File: config.mk
export PLATFORM = sky130hd
export DESIGN_NAME = mem_rr_sched_flat
export DESIGN_NICKNAME = d
export VERILOG_FILES = /design/src/rtl/mem_rr_sched_pkg.sv /design/src/rtl/mem_rr_sched_if.sv /design/src/rtl/mem_rr_sched_rr_pick.sv /design/src/rtl/mem_rr_sched.sv /design/src/flat_wrapper.sv
export SDC_FILE = /design/constraint.sdc
export NUM_CORES = 1
export LEC_CHECK = 0
export CAP_MARGIN = 40
export CORE_UTILIZATION = 43
export DETAILED_ROUTE_END_ITERATION = 10
export PLACE_DENSITY = 0.85
export SKIP_CTS_REPAIR_TIMING = 1
export SLEW_MARGIN = 25
export SYNTH_ARGS = -nofsm -noshare
export SYNTH_HDL_FRONTEND = slang
export SYNTH_SLANG_ARGS = --single-unit
File: constraint.sdc
create_clock -name clk -period 4.35 [get_ports clk]
set_input_delay 0.6525 -clock clk [delete_from_list [all_inputs] [get_ports clk]]
set_output_delay 0.6525 -clock clk [all_outputs]
set_load 0.02 [all_outputs]
File: src/rtl/mem_rr_sched_pkg.sv
// Shared types and width helpers for the round-robin memory scheduler.
package mem_rr_sched_pkg;

    typedef enum logic [1:0] {
        ST_IDLE   = 2'd0,
        ST_ACCESS = 2'd1,
        ST_DONE   = 2'd2,
        ST_HOLD   = 2'd3
    } state_t;

    // Width of a client index; never narrower than one bit.
    function automatic int idx_w(input int n);
        return (n > 1) ? $clog2(n) : 1;
    endfunction

    // Width of the wait-state counter; never narrower than one bit.
    function automatic int cnt_w(input int wait_states);
        return (wait_states > 0) ? $clog2(wait_states + 1) : 1;
    endfunction

endpackage

File: src/rtl/mem_rr_sched_if.sv
// Client-side request/ready bundle; master = CPU stages, slave = scheduler.
interface mem_rr_sched_if #(
    parameter int CLIENT_CNT = 2,
    parameter int ADDR_W     = 8,
    parameter int DATA_W     = 8
);
    logic [CLIENT_CNT-1:0]        requests;
    logic [CLIENT_CNT*ADDR_W-1:0] addrs;
    logic [CLIENT_CNT-1:0]        wes;
    logic [CLIENT_CNT*DATA_W-1:0] data_outs;
    logic [CLIENT_CNT-1:0]        locks;
    logic [CLIENT_CNT-1:0]        readies;
    logic [DATA_W-1:0]            rdata;

    modport master (
        output requests, addrs, wes, data_outs, locks,
        input  readies, rdata
    );

    modport slave (
        input  requests, addrs, wes, data_outs, locks,
        output readies, rdata
    );
endinterface

File: src/rtl/mem_rr_sched_rr_pick.sv
// Combinational round-robin picker: first set request after ptr, wrapping modulo N.
module rr_pick
    import mem_rr_sched_pkg::*;
#(
    parameter int N = 2
) (
    input  logic [N-1:0]        req,
    input  logic [idx_w(N)-1:0] ptr,
    output logic                valid,
    output logic [idx_w(N)-1:0] idx
);
    localparam int IW = idx_w(N);

    always_comb begin
        // NOTE: every output gets a default before the search so no path infers a latch.
        valid = 1'b0;
        idx   = '0;
        for (int k = 1; k <= N; k++) begin
            if (!valid && req[(int'(ptr) + k) % N]) begin
                valid = 1'b1;
                idx   = IW'((int'(ptr) + k) % N);
            end
        end
    end

endmodule

File: src/rtl/mem_rr_sched.sv
// Round-robin scheduler sharing one single-port memory among CPU stages,
// with programmable wait states and a bus lock for atomic read-modify-write.
module mem_rr_sched
    import mem_rr_sched_pkg::*;
#(
    parameter int CLIENT_CNT  = 2,
    parameter int WAIT_STATES = 1,
    parameter int ADDR_W      = 8,
    parameter int DATA_W      = 8
) (
    input  logic                          clk,
    input  logic                          rst,
    mem_rr_sched_if.slave                 bus,
    input  logic [DATA_W-1:0]             mem_rdata,
    output logic [ADDR_W-1:0]             addr,
    output logic [DATA_W-1:0]             data_out,
    output logic                          we,
    output logic [$clog2(CLIENT_CNT)-1:0] grant_id,
    output logic                          busy
);
    localparam int GID_W = idx_w(CLIENT_CNT);
    localparam int CNT_W = cnt_w(WAIT_STATES);

    state_t                state_q, state_d;
    logic [CNT_W-1:0]      cnt_q, cnt_d;
    logic [GID_W-1:0]      ptr_q, ptr_d;
    logic [GID_W-1:0]      gid_q, gid_d;
    logic [CLIENT_CNT-1:0] readies_q, readies_d;
    logic [DATA_W-1:0]     rdata_q, rdata_d;
    logic [ADDR_W-1:0]     addr_q, addr_d;
    logic [DATA_W-1:0]     dout_q, dout_d;
    logic                  we_q, we_d;

    logic                  pick_valid;
    logic [GID_W-1:0]      pick_idx;
    logic                  start;
    logic [GID_W-1:0]      start_idx;

    rr_pick #(.N(CLIENT_CNT)) u_pick (
        .req   (bus.requests),
        .ptr   (ptr_q),
        .valid (pick_valid),
        .idx   (pick_idx)
    );

    always_comb begin
        state_d   = state_q;
        cnt_d     = cnt_q;
        ptr_d     = ptr_q;
        gid_d     = gid_q;
        readies_d = readies_q;
        rdata_d   = rdata_q;
        addr_d    = addr_q;
        dout_d    = dout_q;
        we_d      = we_q;
        start     = 1'b0;
        start_idx = pick_idx;

        case (state_q)
            ST_IDLE: begin
                we_d = 1'b0;
                if (pick_valid) begin
                    start = 1'b1;
                end
            end
            ST_ACCESS: begin
                if (cnt_q == '0) begin
                    readies_d        = '0;
                    readies_d[gid_q] = 1'b1;
                    we_d             = 1'b0;
                    if (!bus.wes[gid_q]) begin
                        rdata_d = mem_rdata;
                    end
                    state_d = ST_DONE;
                end else begin
                    cnt_d = cnt_q - 1'b1;
                end
            end
            ST_DONE: begin
                // The pointer only advances once the owner has seen its ready.
                if (!bus.requests[gid_q]) begin
                    readies_d = '0;
                    ptr_d     = gid_q;
                    state_d   = bus.locks[gid_q] ? ST_HOLD : ST_IDLE;
                end
            end
            ST_HOLD: begin
                // Locked owner keeps the bus; other requesters are ignored here.
                start_idx = gid_q;
                if (bus.requests[gid_q]) begin
                    start = 1'b1;
                end else if (!bus.locks[gid_q]) begin
                    state_d = ST_IDLE;
                end
            end
            default: state_d = ST_IDLE;
        endcase

        if (start) begin
            gid_d   = start_idx;
            addr_d  = bus.addrs[start_idx*ADDR_W +: ADDR_W];
            dout_d  = bus.data_outs[start_idx*DATA_W +: DATA_W];
            we_d    = bus.wes[start_idx];
            cnt_d   = CNT_W'(WAIT_STATES);
            state_d = ST_ACCESS;
        end
    end

    always_ff @(posedge clk) begin
        if (rst) begin
            // NOTE: non-blocking assignments so every register samples pre-edge values.
            state_q   <= ST_IDLE;
            cnt_q     <= '0;
            ptr_q     <= GID_W'(CLIENT_CNT - 1);
            gid_q     <= '0;
            readies_q <= '0;
            rdata_q   <= '0;
            addr_q    <= '0;
            dout_q    <= '0;
            we_q      <= 1'b0;
        end else begin
            state_q   <= state_d;
            cnt_q     <= cnt_d;
            ptr_q     <= ptr_d;
            gid_q     <= gid_d;
            readies_q <= readies_d;
            rdata_q   <= rdata_d;
            addr_q    <= addr_d;
            dout_q    <= dout_d;
            we_q      <= we_d;
        end
    end

    assign bus.readies = readies_q;
    assign bus.rdata   = rdata_q;
    assign addr        = addr_q;
    assign data_out    = dout_q;
    assign we          = we_q;
    assign grant_id    = gid_q;
    assign busy        = (state_q != ST_IDLE);

endmodule

File: src/flat_wrapper.sv
// flat-port wrapper written by rule: the top's interface ports become plain ports
module mem_rr_sched_flat import mem_rr_sched_pkg::*;
#(
    parameter int CLIENT_CNT  = 2,
    parameter int WAIT_STATES = 1,
    parameter int ADDR_W      = 8,
    parameter int DATA_W      = 8
)
  (clk, rst, mem_rdata, addr, data_out, we, grant_id, busy, bus_requests, bus_addrs, bus_wes, bus_data_outs, bus_locks, bus_readies, bus_rdata);
  mem_rr_sched_if #(.CLIENT_CNT(CLIENT_CNT), .ADDR_W(ADDR_W), .DATA_W(DATA_W)) bus_i ();
  input  logic clk;
  input  logic rst;
  input  logic [DATA_W-1:0] mem_rdata;
  output logic [ADDR_W-1:0] addr;
  output logic [DATA_W-1:0] data_out;
  output logic we;
  output logic [$clog2(CLIENT_CNT)-1:0] grant_id;
  output logic busy;
  input wire logic [$bits(bus_i.requests)-1:0] bus_requests;
  input wire logic [$bits(bus_i.addrs)-1:0] bus_addrs;
  input wire logic [$bits(bus_i.wes)-1:0] bus_wes;
  input wire logic [$bits(bus_i.data_outs)-1:0] bus_data_outs;
  input wire logic [$bits(bus_i.locks)-1:0] bus_locks;
  output wire logic [$bits(bus_i.readies)-1:0] bus_readies;
  output wire logic [$bits(bus_i.rdata)-1:0] bus_rdata;
  assign bus_i.requests = bus_requests;
  assign bus_i.addrs = bus_addrs;
  assign bus_i.wes = bus_wes;
  assign bus_i.data_outs = bus_data_outs;
  assign bus_i.locks = bus_locks;
  assign bus_readies = bus_i.readies;
  assign bus_rdata = bus_i.rdata;
  mem_rr_sched #(.CLIENT_CNT(CLIENT_CNT), .WAIT_STATES(WAIT_STATES), .ADDR_W(ADDR_W), .DATA_W(DATA_W)) u_core (.clk(clk), .rst(rst), .bus(bus_i), .mem_rdata(mem_rdata), .addr(addr), .data_out(data_out), .we(we), .grant_id(grant_id), .busy(busy));
endmodule
==> results.json <==
{
  "status": "finished, final reports clean",
  "ys_ff_latch": 32,
  "synth_area_um2": 1560,
  "slew_headroom_pct": 55.2,
  "dieArea_um2": 3870,
  "worstPathMaxFanout": 5,
  "place_hpwl_um": 2400,
  "clk_latency_ns": 0.33,
  "wl_per_cell_um": 11.4,
  "r2r_start": "u_core.state_q[0]",
  "start_util_pct": 45.6,
  "clock_sinks": 32,
  "antenna_found_initial": 0,
  "first_pass_iters": 4,
  "period_minus_slack_ns": 2.45,
  "overflow": 0,
  "grt_max_degree": 33,
  "ys_types": 33,
  "drc": 0,
  "maxSlewViolCount": 0,
  "cts_buffers": 5,
  "worst_slew_pin_slew_ns": 0.672,
  "maxCapViolations": 0,
  "root_buffer": "clkbuf_4",
  "critPathKind": "reg -> out",
  "synthCells": 166,
  "syn_nets": 219,
  "coreArea_um2": 3420,
  "fp.dieH_um": 62.2,
  "finalNonFillerCells": 287,
  "r2r_setup_slack_ns": 2.05,
  "drt_iter0_markers": 36,
  "timing.critical_path.from": "u_core.state_q[0]",
  "routabilityCongestion": 0.770,
  "fin_crit_sh_pct": 56.3,
  "ys.warnings.count": 0,
  "ir_worst_vdd_v": 0.000435,
  "drive_above_1_share_pct": 7.47,
  "routed_wl_um": 3260,
  "fin_nets": 293,
  "track_usage_pct": 19.0,
  "synth_largest_area_cell": "dfxtp_1",
  "io_buffer_count": 76,
  "crit_arrival_ns": 1.80,
  "reg2reg_depth": 7,
  "vias_per_cell": 4.93,
  "cts_tree": "yes",
  "grt_pass1_wl_um": 5830,
  "hold_path_depth": 2,
  "clock.fmax_mhz": 408,
  "finalHoldViolations": 0,
  "synthTopCellsByArea": "dfxtp_1, mux2i_1, a211oi_1",
  "rsz0062_at_grt": "false",
  "yosysMostFrequentCell": "dfxtp_1",
  "diodes": 0,
  "ys_seq_area_share_pct": 41.1,
  "setup_viol": 0,
  "synth_ff_type": "dfxtp_1",
  "r2r_end": "u_core.data_out[7]",
  "fin_skew_ns": 0.00610,
  "vias": 1414,
  "p_leak_nw": 1.04,
  "p_per_area_nw_per_um2": 627,
  "pin_count": 77,
  "rows": 21,
  "hold_path.startpoint": "u_core.data_out[4]",
  "worst_ep_required_time_ns": 3.70,
  "holdPathEnd": "u_core.data_out[4]",
  "hp-class": "reg -> reg",
  "cp-end-kind": "output pin",
  "clockBufferDepth": 2,
  "synth_top_area_share_pct": 41.1,
  "syn_to_final_growth_pct": 55.0,
  "synth_edf_count": 0,
  "cp-start-kind": "flip-flop",
  "async_reset_ff_share_pct": 0,
  "tns_ns": 0,
  "synthTopCellsByCount": "dfxtp_1, nor2_1, mux2i_1",
  "clkTransAtPathRegs_ns": 0.10,
  "drtAntennaViolNets": 0,
  "place_inst": 279,
  "first_global_vias": 1345,
  "fp.dieW_um": 62.2,
  "synth.avg_cell_area_um2": 9.38,
  "htreeDepth": 2
}
## layer usage
metal  global-route usage, %  part of all wire [%]
met4                    7.56                   1.2
met1                    20.0                    44
met3                    7.90                   7.6
met2                    33.2                    47
met5                       0                     0
## cell usage in the layout, fill, tap and decap left out, types with 5 or more instances in the layout
cell and instances:
a211oi_1 18, a21oi_1 5, clkbuf_4 5, clkdlybuf4s50_1 75, dfxtp_1 32, ha_1 5, inv_1 6, mux2i_1 25
nand2_1 7, nor2_1 29
## logic make-up (layout without fill, tap and decap cells)
group | after synthesis | count (layout) | share of synthesized area, %
muxes | 29 | 29 | 19.2
adders and majority gates | 5 | 5 | 4.02
DFF | 32 | 32 | 41.1
and+or+nand+nor | 48 | 48 | 13.5
buffers and inverters | 17 | 92 | 6.02
AOI/OAI and AO/OA | 35 | 35 | 16.1
## worst max path at each step
stage / endpoint / slack (ns) / cells past startpoint
floorplan: u_core.we / 2.65 / 6
global placement: u_core.addr[2] / 1.79 / 6
detailed placement: u_core.addr[2] / 1.78 / 6
CTS: busy / 1.88 / 4
global route: u_core.addr[3] / 1.75 / 7
finish: busy / 1.90 / 4
## power by group
part           switching [W]  internal [W]
Clock              0.0000997      0.000153
Combinational       0.000399      0.000380
Sequential         0.0000746      0.000408
## final cells by class
class | count | area, um2
Clock buffer | 7 | 65.1
Clock inverter | 1 | 30.0
Fill cell | 271 | 1000
Inverter | 6 | 22.5
Multi-Input combinational cell | 117 | 828
Sequential cell | 32 | 641
Tap cell | 46 | 57.6
Timing Repair Buffer | 78 | 771
## critical path, cell delays in order (launching register included)
cell             delay (ns)
dfxtp_1                0.43
inv_1                  0.09
ha_1                   0.26
inv_1                  0.09
clkdlybuf4s50_1        0.60
## registers in the layout, indices dropped and copies added (netlist names)
| register | count |
|---|---|
| u_core.grant_id | 1 |
| u_core.ptr_q | 1 |
| u_core.addr | 8 |
| u_core.bus.readies | 2 |
| u_core.cnt_q | 1 |
| u_core.state_q | 2 |
| u_core.we | 1 |
| u_core.data_out | 8 |
| u_core.bus.rdata | 8 |
## through the flow
stage	total power, W	hold slack, ns	util (%)	setup WS, ns	area, um2
CTS	0.00153	0.504	70.7	1.88	2410
floorplan	0.000977	0.489	-	2.65	1560
global route	0.00163	0.524	70.7	1.75	2410
finish	0.00151	0.500	70.7	1.90	2410
global placement	0.00126	0.474	68.1	1.79	2320
detailed placement	0.00127	0.481	67.9	1.78	2320
No activity file was read; power rests on OpenSTA's default activity.
==> RTL change 1, RTL diff (same settings) <==
Re-encode `state_t` (4 states) as one-hot, 4 bits wide.
--- a/src/rtl/mem_rr_sched_pkg.sv
+++ b/src/rtl/mem_rr_sched_pkg.sv
@@ -2,9 +2,9 @@
 package mem_rr_sched_pkg;
 
-    typedef enum logic [1:0] {
-        ST_IDLE   = 2'd0,
-        ST_ACCESS = 2'd1,
-        ST_DONE   = 2'd2,
-        ST_HOLD   = 2'd3
+    typedef enum logic [3:0] {
+        ST_IDLE   = 4'b0001,
+        ST_ACCESS = 4'b0010,
+        ST_DONE   = 4'b0100,
+        ST_HOLD   = 4'b1000
     } state_t;
 
Behaviour: same outputs for any inputs over 10 cycles, from zero or initial values and one cycle with rst high; not proved beyond that.
==> RTL change 1 against the unedited design <==
Final cell count grew 8.0%; worst setup slack lost 43 ps; non-clock buffer count grew 2; routed wire length grew 26%; cell area grew 5.1%; clock skew shrank 1.8 ps; area after synthesis grew 6.1%; via count grew 17%; sequential share of layout area grew 0.28 points; total power shrank 21%; count of clock-buffer cells in the layout shrank 2; sequential cell count grew 2; fmax shrank 1.7%; largest cell class unchanged; largest power group unchanged.
==> RTL change 1: results (changes against the unedited design) <==
Worst Skew - 4.328 ps (was 6.096 ps)
Cells after Synth - 192 (was 166)
share of cells above drive strength 1 - 8.779% (was 7.469%)
initial antenna violation count - 0 (unchanged)
Post-synth top cells - nand2_1 (35), dfxtp_1 (34), nor3_1 (18) (was dfxtp_1 (32), nor2_1 (29), mux2i_1 (25))
clk slew on worst S/H paths - 70 ps (was 100 ps)
Max VDD drop - 0.2768 mV (was 0.4346 mV)
number of fillers in the final layout - 304 (was 271)
CTS root buf - clkbuf_8 (was clkbuf_4)
r2r setup slk - 1970 ps (was 2050 ps)
Post-DP HPWL - 2.927 mm (was 2.397 mm)
WP data arrival - 2650 ps (was 1800 ps)
H-tree depth - 2 (unchanged)
PortBufs - 76 (unchanged)
critical path's largest stage delay - 470 ps (was 600 ps)
Yosys cell types - 37 (was 33)
Ant. Diodes - 0 (unchanged)
drt initial violations - 58 (was 36)
Final Max Tran Viols - 0 (unchanged)
synth warn - 0 (unchanged)
fin nets - 309 (was 293)
vias in the first global route - 1537 (was 1345)
Synth Net Count - 240 (was 219)
Worst-Margin Slew - 807.1 ps (was 671.6 ps)
DRT Pass-1 Iters - 4 (unchanged)
crit path max-delay cell type - clkdlybuf4s50_1 (unchanged)
synth top area cells - dfxtp_1 (41%), a311oi_1 (8.5%), nand2_1 (7.9%), mux2i_1 (6.7%), nor3_1 (5.5%) (was dfxtp_1 (41%), mux2i_1 (16%), a211oi_1 (8.7%), nor2_1 (7.0%), ha_1 (4.0%))
antenna-violating nets left - 0 (unchanged)
Total GRT Usage - 21.32% (was 18.96%)
top fanout value on the critical path - 21 (was 5)
routability congestion estimate - 0.7770 (was 0.7703)
Async S/R FF share, synth - 0% (unchanged)
status - finished clean (unchanged)
drt wl/cell - 13.29 um (was 11.35 um)
clk buf depth - 2 (unchanged)
global-route wire length before repair - 6.748 mm (was 5.830 mm)
sequential area share after synthesis - 41.18% (was 41.12%)
CTS buffer count - 5 (unchanged)
vias per cell - 5.329 (was 4.927)
Hold WS - 490.2 ps (was 499.7 ps)
worst min-delay path category - flip-flop to flip-flop (unchanged)
P_leak - 0.0009274 uW (was 0.001039 uW)
pin count of the biggest net entering global routing - 36 (was 33)
worst-skew pair later-pin latency - 280 ps (was 330 ps)
Top FF cell, synth - dfxtp_1 (unchanged)
## RTL change 1: changes by cell type after synthesis, moves of 14 or more
cell,before,now
a211oi_1,18,3
a311oi_1,1,16
mux2i_1,25,11
nand2_1,7,35
nor2_1,29,12
nor3_1,2,18
## RTL change 1: power breakdown
group / total (uW) / switching [uW] / internal (uW)
sequential: 437 / 60.9 / 376
clock: 280 / 112 / 168
combinational: 472 / 233 / 238
## RTL change 1: kinds of logic (layout without fill, tap and decap cells)
logic type	count (synthesis)	after routing	synth area share (%)
AO/OA/AOI/OAI	37	37	18.85
buffers and inverters	21	91	5.526
multiplexers	13	13	8.024
AND/OR/NAND/NOR	87	87	26.42
flip-flops	34	34	41.18
## RTL change 1: per-stage QoR
step                setup WS (ps)  total power (uW)  instance area, um^2  cells
finish                       1857              1189                 2539    310
global route                 1691              1263                 2539    310
CTS                          1842              1199                 2539    310
detailed placement           1564             915.1                 2430    302
global placement             1633             909.5                 2430    302
floorplan                    2234             710.5                 1653    192
## RTL change 1: final timing paths
kind | start | to | cells past startpoint
setup / recovery | bus_requests[1] | u_core.state_q[3] | 6
setup reg to reg | u_core.state_q[2] | u_core.bus.rdata[2] | 4
hold reg to reg | u_core.bus.readies[0] | u_core.bus.readies[0] | 2
hold / removal | u_core.bus.readies[0] | u_core.bus.readies[0] | 2
## RTL change 1: final cells by class
class                   instances  area (um^2)  share of cell area (%)
inverters                       3        11.26                  0.4436
repair buffers                 80        790.8                   31.15
well taps                      48        60.06                   2.366
clock buffers                   5        68.82                   2.711
multi-input cells             137        887.1                   34.94
clock inverters                 3        40.04                   1.577
flip-flops and latches         34        680.7                   26.81
## RTL change 1: worst max-delay path, delay by kind of cell
kind	cells	cell delay (ps)
buf+inv	2	680
simple gates	2	600
compound gates	1	400
mux	1	310
## RTL change 1: per-layer routing
metal / wire length [um] / track usage, % / vias up / part of all wire [%]
li1: - / - / 842 / -
met1: 1791 / 25.30 / 745 / 43
met2: 1918 / 35.11 / 58 / 47
met3: 350 / 7.857 / 7 / 8.5
met4: 59 / 7.386 / 0 / 1.4
met5: 0 / 0 / - / 0
==> RTL change 2, RTL diff (config.mk and constraints unchanged) <==
Made on the original files. `DATA_W` is set to 8 in 3 places; all go to 6.
--- a/src/rtl/mem_rr_sched_if.sv
+++ b/src/rtl/mem_rr_sched_if.sv
@@ -3,5 +3,5 @@
     parameter int CLIENT_CNT = 2,
     parameter int ADDR_W     = 8,
-    parameter int DATA_W     = 8
+    parameter int DATA_W     = 6
 );
     logic [CLIENT_CNT-1:0]        requests;
--- a/src/rtl/mem_rr_sched.sv
+++ b/src/rtl/mem_rr_sched.sv
@@ -7,5 +7,5 @@
     parameter int WAIT_STATES = 1,
     parameter int ADDR_W      = 8,
-    parameter int DATA_W      = 8
+    parameter int DATA_W      = 6
 ) (
     input  logic                          clk,
--- a/src/flat_wrapper.sv
+++ b/src/flat_wrapper.sv
@@ -5,5 +5,5 @@
     parameter int WAIT_STATES = 1,
     parameter int ADDR_W      = 8,
-    parameter int DATA_W      = 8
+    parameter int DATA_W      = 6
 )
   (clk, rst, mem_rdata, addr, data_out, we, grant_id, busy, bus_requests, bus_addrs, bus_wes, bus_data_outs, bus_locks, bus_readies, bus_rdata);
Ports: changed (resized bus_data_outs, bus_rdata, data_out and mem_rdata); port bits go from 77 to 67. The function was not compared with the original's and may differ.
==> RTL change 2 against the unedited design <==
Routed wire length up 0.58%; sequential cell count is 4 lower; area after synthesis is 8.7% lower; synthesized cell count shrank 8.4%; cell area fell by 11%; clock power is 50% lower; worst setup slack got worse by 38 ps; total power down 16%; final cell count is 9.8% lower; highest routed layer unchanged.
==> RTL change 2: results (changes against the unedited design) <==
status - finished clean (unchanged)
met3 Use GR - 5.459% (was 7.904%)
Crit Path Category - flip-flop to output pin (unchanged)
H-tree depth - 1 (was 2)
Final TNS setup - 0 ps (unchanged)
sequential area share after synthesis - 39.40% (was 41.12%)
reg-to-reg critical path startpoint - u_core.state_q[0] (unchanged)
total routed wirelength - 3.277 mm (was 3.258 mm)
fin nets - 263 (was 293)
clk buf depth - 2 (unchanged)
Total GRT Usage - 19.73% (was 18.96%)
DRT Pass-1 Iters - 4 (unchanged)
Max VDD drop - 0.2764 mV (was 0.4346 mV)
CTS root buf - clkbuf_4 (unchanged)
grt met2 use - 37.40% (was 33.24%)
Yosys cell types - 33 (unchanged)
P_leak - 0.0009123 uW (was 0.001039 uW)
share of cells above drive strength 1 - 6.512% (was 7.469%)
Max-slew headroom - 53.21% (was 55.23%)
vias in the first global route - 1354 (was 1345)
PortBufs - 66 (was 76)
Ant. Diodes - 0 (unchanged)
synth top area cells - dfxtp_1 (39%), mux2i_1 (17%), a211oi_1 (8.4%), nor2_1 (6.6%), ha_1 (4.4%) (was dfxtp_1 (41%), mux2i_1 (16%), a211oi_1 (8.7%), nor2_1 (7.0%), ha_1 (4.0%))
worst min-delay path category - flip-flop to flip-flop (unchanged)
WP data arrival - 1840 ps (was 1800 ps)
via count - 1341 (was 1414)
Worst Hold Launch - u_core.bus.readies[0] (was u_core.data_out[4])
drt initial violations - 25 (was 36)
initial antenna violation count - 0 (unchanged)
worst-skew pair later-pin latency - 320 ps
number of fillers in the final layout - 263 (was 271)
Post-synth top cells - dfxtp_1 (28), nor2_1 (25), mux2i_1 (24) (was dfxtp_1 (32), nor2_1 (29), mux2i_1 (25))
routability congestion estimate - 0.8074 (was 0.7703)
Worst Skew - 5.093 ps (was 6.096 ps)
synth warn - 0 (unchanged)
Async S/R FF share, synth - 0% (unchanged)
global-route wire length before repair - 5.416 mm (was 5.830 mm)
pin count of the biggest net entering global routing - 25 (was 33)
EDFF count, synth - 0 (unchanged)
max FFs per register - 8
GRT met1 Usage - 19.87% (was 20.00%)
Post-DP HPWL - 2.588 mm (was 2.397 mm)
clk slew on worst S/H paths - 140 ps (was 100 ps)
CTS buffer count - 3 (was 5)
top fanout value on the critical path - 7 (was 5)
Synth Net Count - 199 (was 219)
Top FF cell, synth - dfxtp_1 (unchanged)
-- RTL change 2: layout make-up --
type                    instances  area [um^2]  area share [%]
flip-flops and latches         28        560.5           26.15
well taps                      44        55.05           2.569
repair buffers                 68        683.2           31.87
multi-input cells             107        778.2           36.31
inverters                       8        30.03           1.401
clock buffers                   4        36.28           1.693
-- RTL change 2: report_power, final --
group	leakage [uW]	internal (uW)	switching (uW)	total (uW)
combinational	0.000661	346	388	734
sequential	0.000231	342	63.8	406
clock	0.0000210	51.1	73.4	125
total	0.000912	739	525	1260
-- RTL change 2: metrics by stage --
| stage | area, um^2 | worst slack [ps] | cells | util, % |
|---|---|---|---|---|
| after floorplan | 1423 | 2514 | 152 | - |
| after global placement | 2092 | 1739 | 254 | 67.42 |
| after detailed placement | 2107 | 1711 | 255 | 67.90 |
| after CTS | 2143 | 1854 | 259 | 69.07 |
| after global routing | 2143 | 1752 | 259 | 69.07 |
| final | 2143 | 1862 | 259 | 69.07 |
-- RTL change 2: worst paths after layout --
| path | endpoint | slack [ps] | cells after the start |
|---|---|---|---|
| max | busy | 1860 | 4 |
| min | u_core.bus.readies[0] | 480 | 2 |
| max reg2reg | u_core.addr[6] | 2170 | 7 |
| min reg2reg | u_core.bus.readies[0] | 480 | 2 |
-- RTL change 2: cells by family after synthesis --
kind of cell,share of synthesized area [%]
and+or+nand+nor,13.72
AOI/OAI and AO/OA,17.06
DFF,39.40
muxes,19.52
buffers and inverters,5.892
adders and majority gates,4.398
-- RTL change 2: worst max-delay path: stages (launching register included) --
cell	delay, ps
dfxtp_1	470
inv_1	110
ha_1	270
inv_1	70
clkdlybuf4s50_1	600
-- RTL change 2: metal layers --
| layer | wire, um | part of all wire (%) |
|---|---|---|
| met4 | 34 | 1.0 |
| met3 | 261 | 8.0 |
| met1 | 1297 | 40 |
| met2 | 1683 | 51 |
| met5 | 0 | 0 |
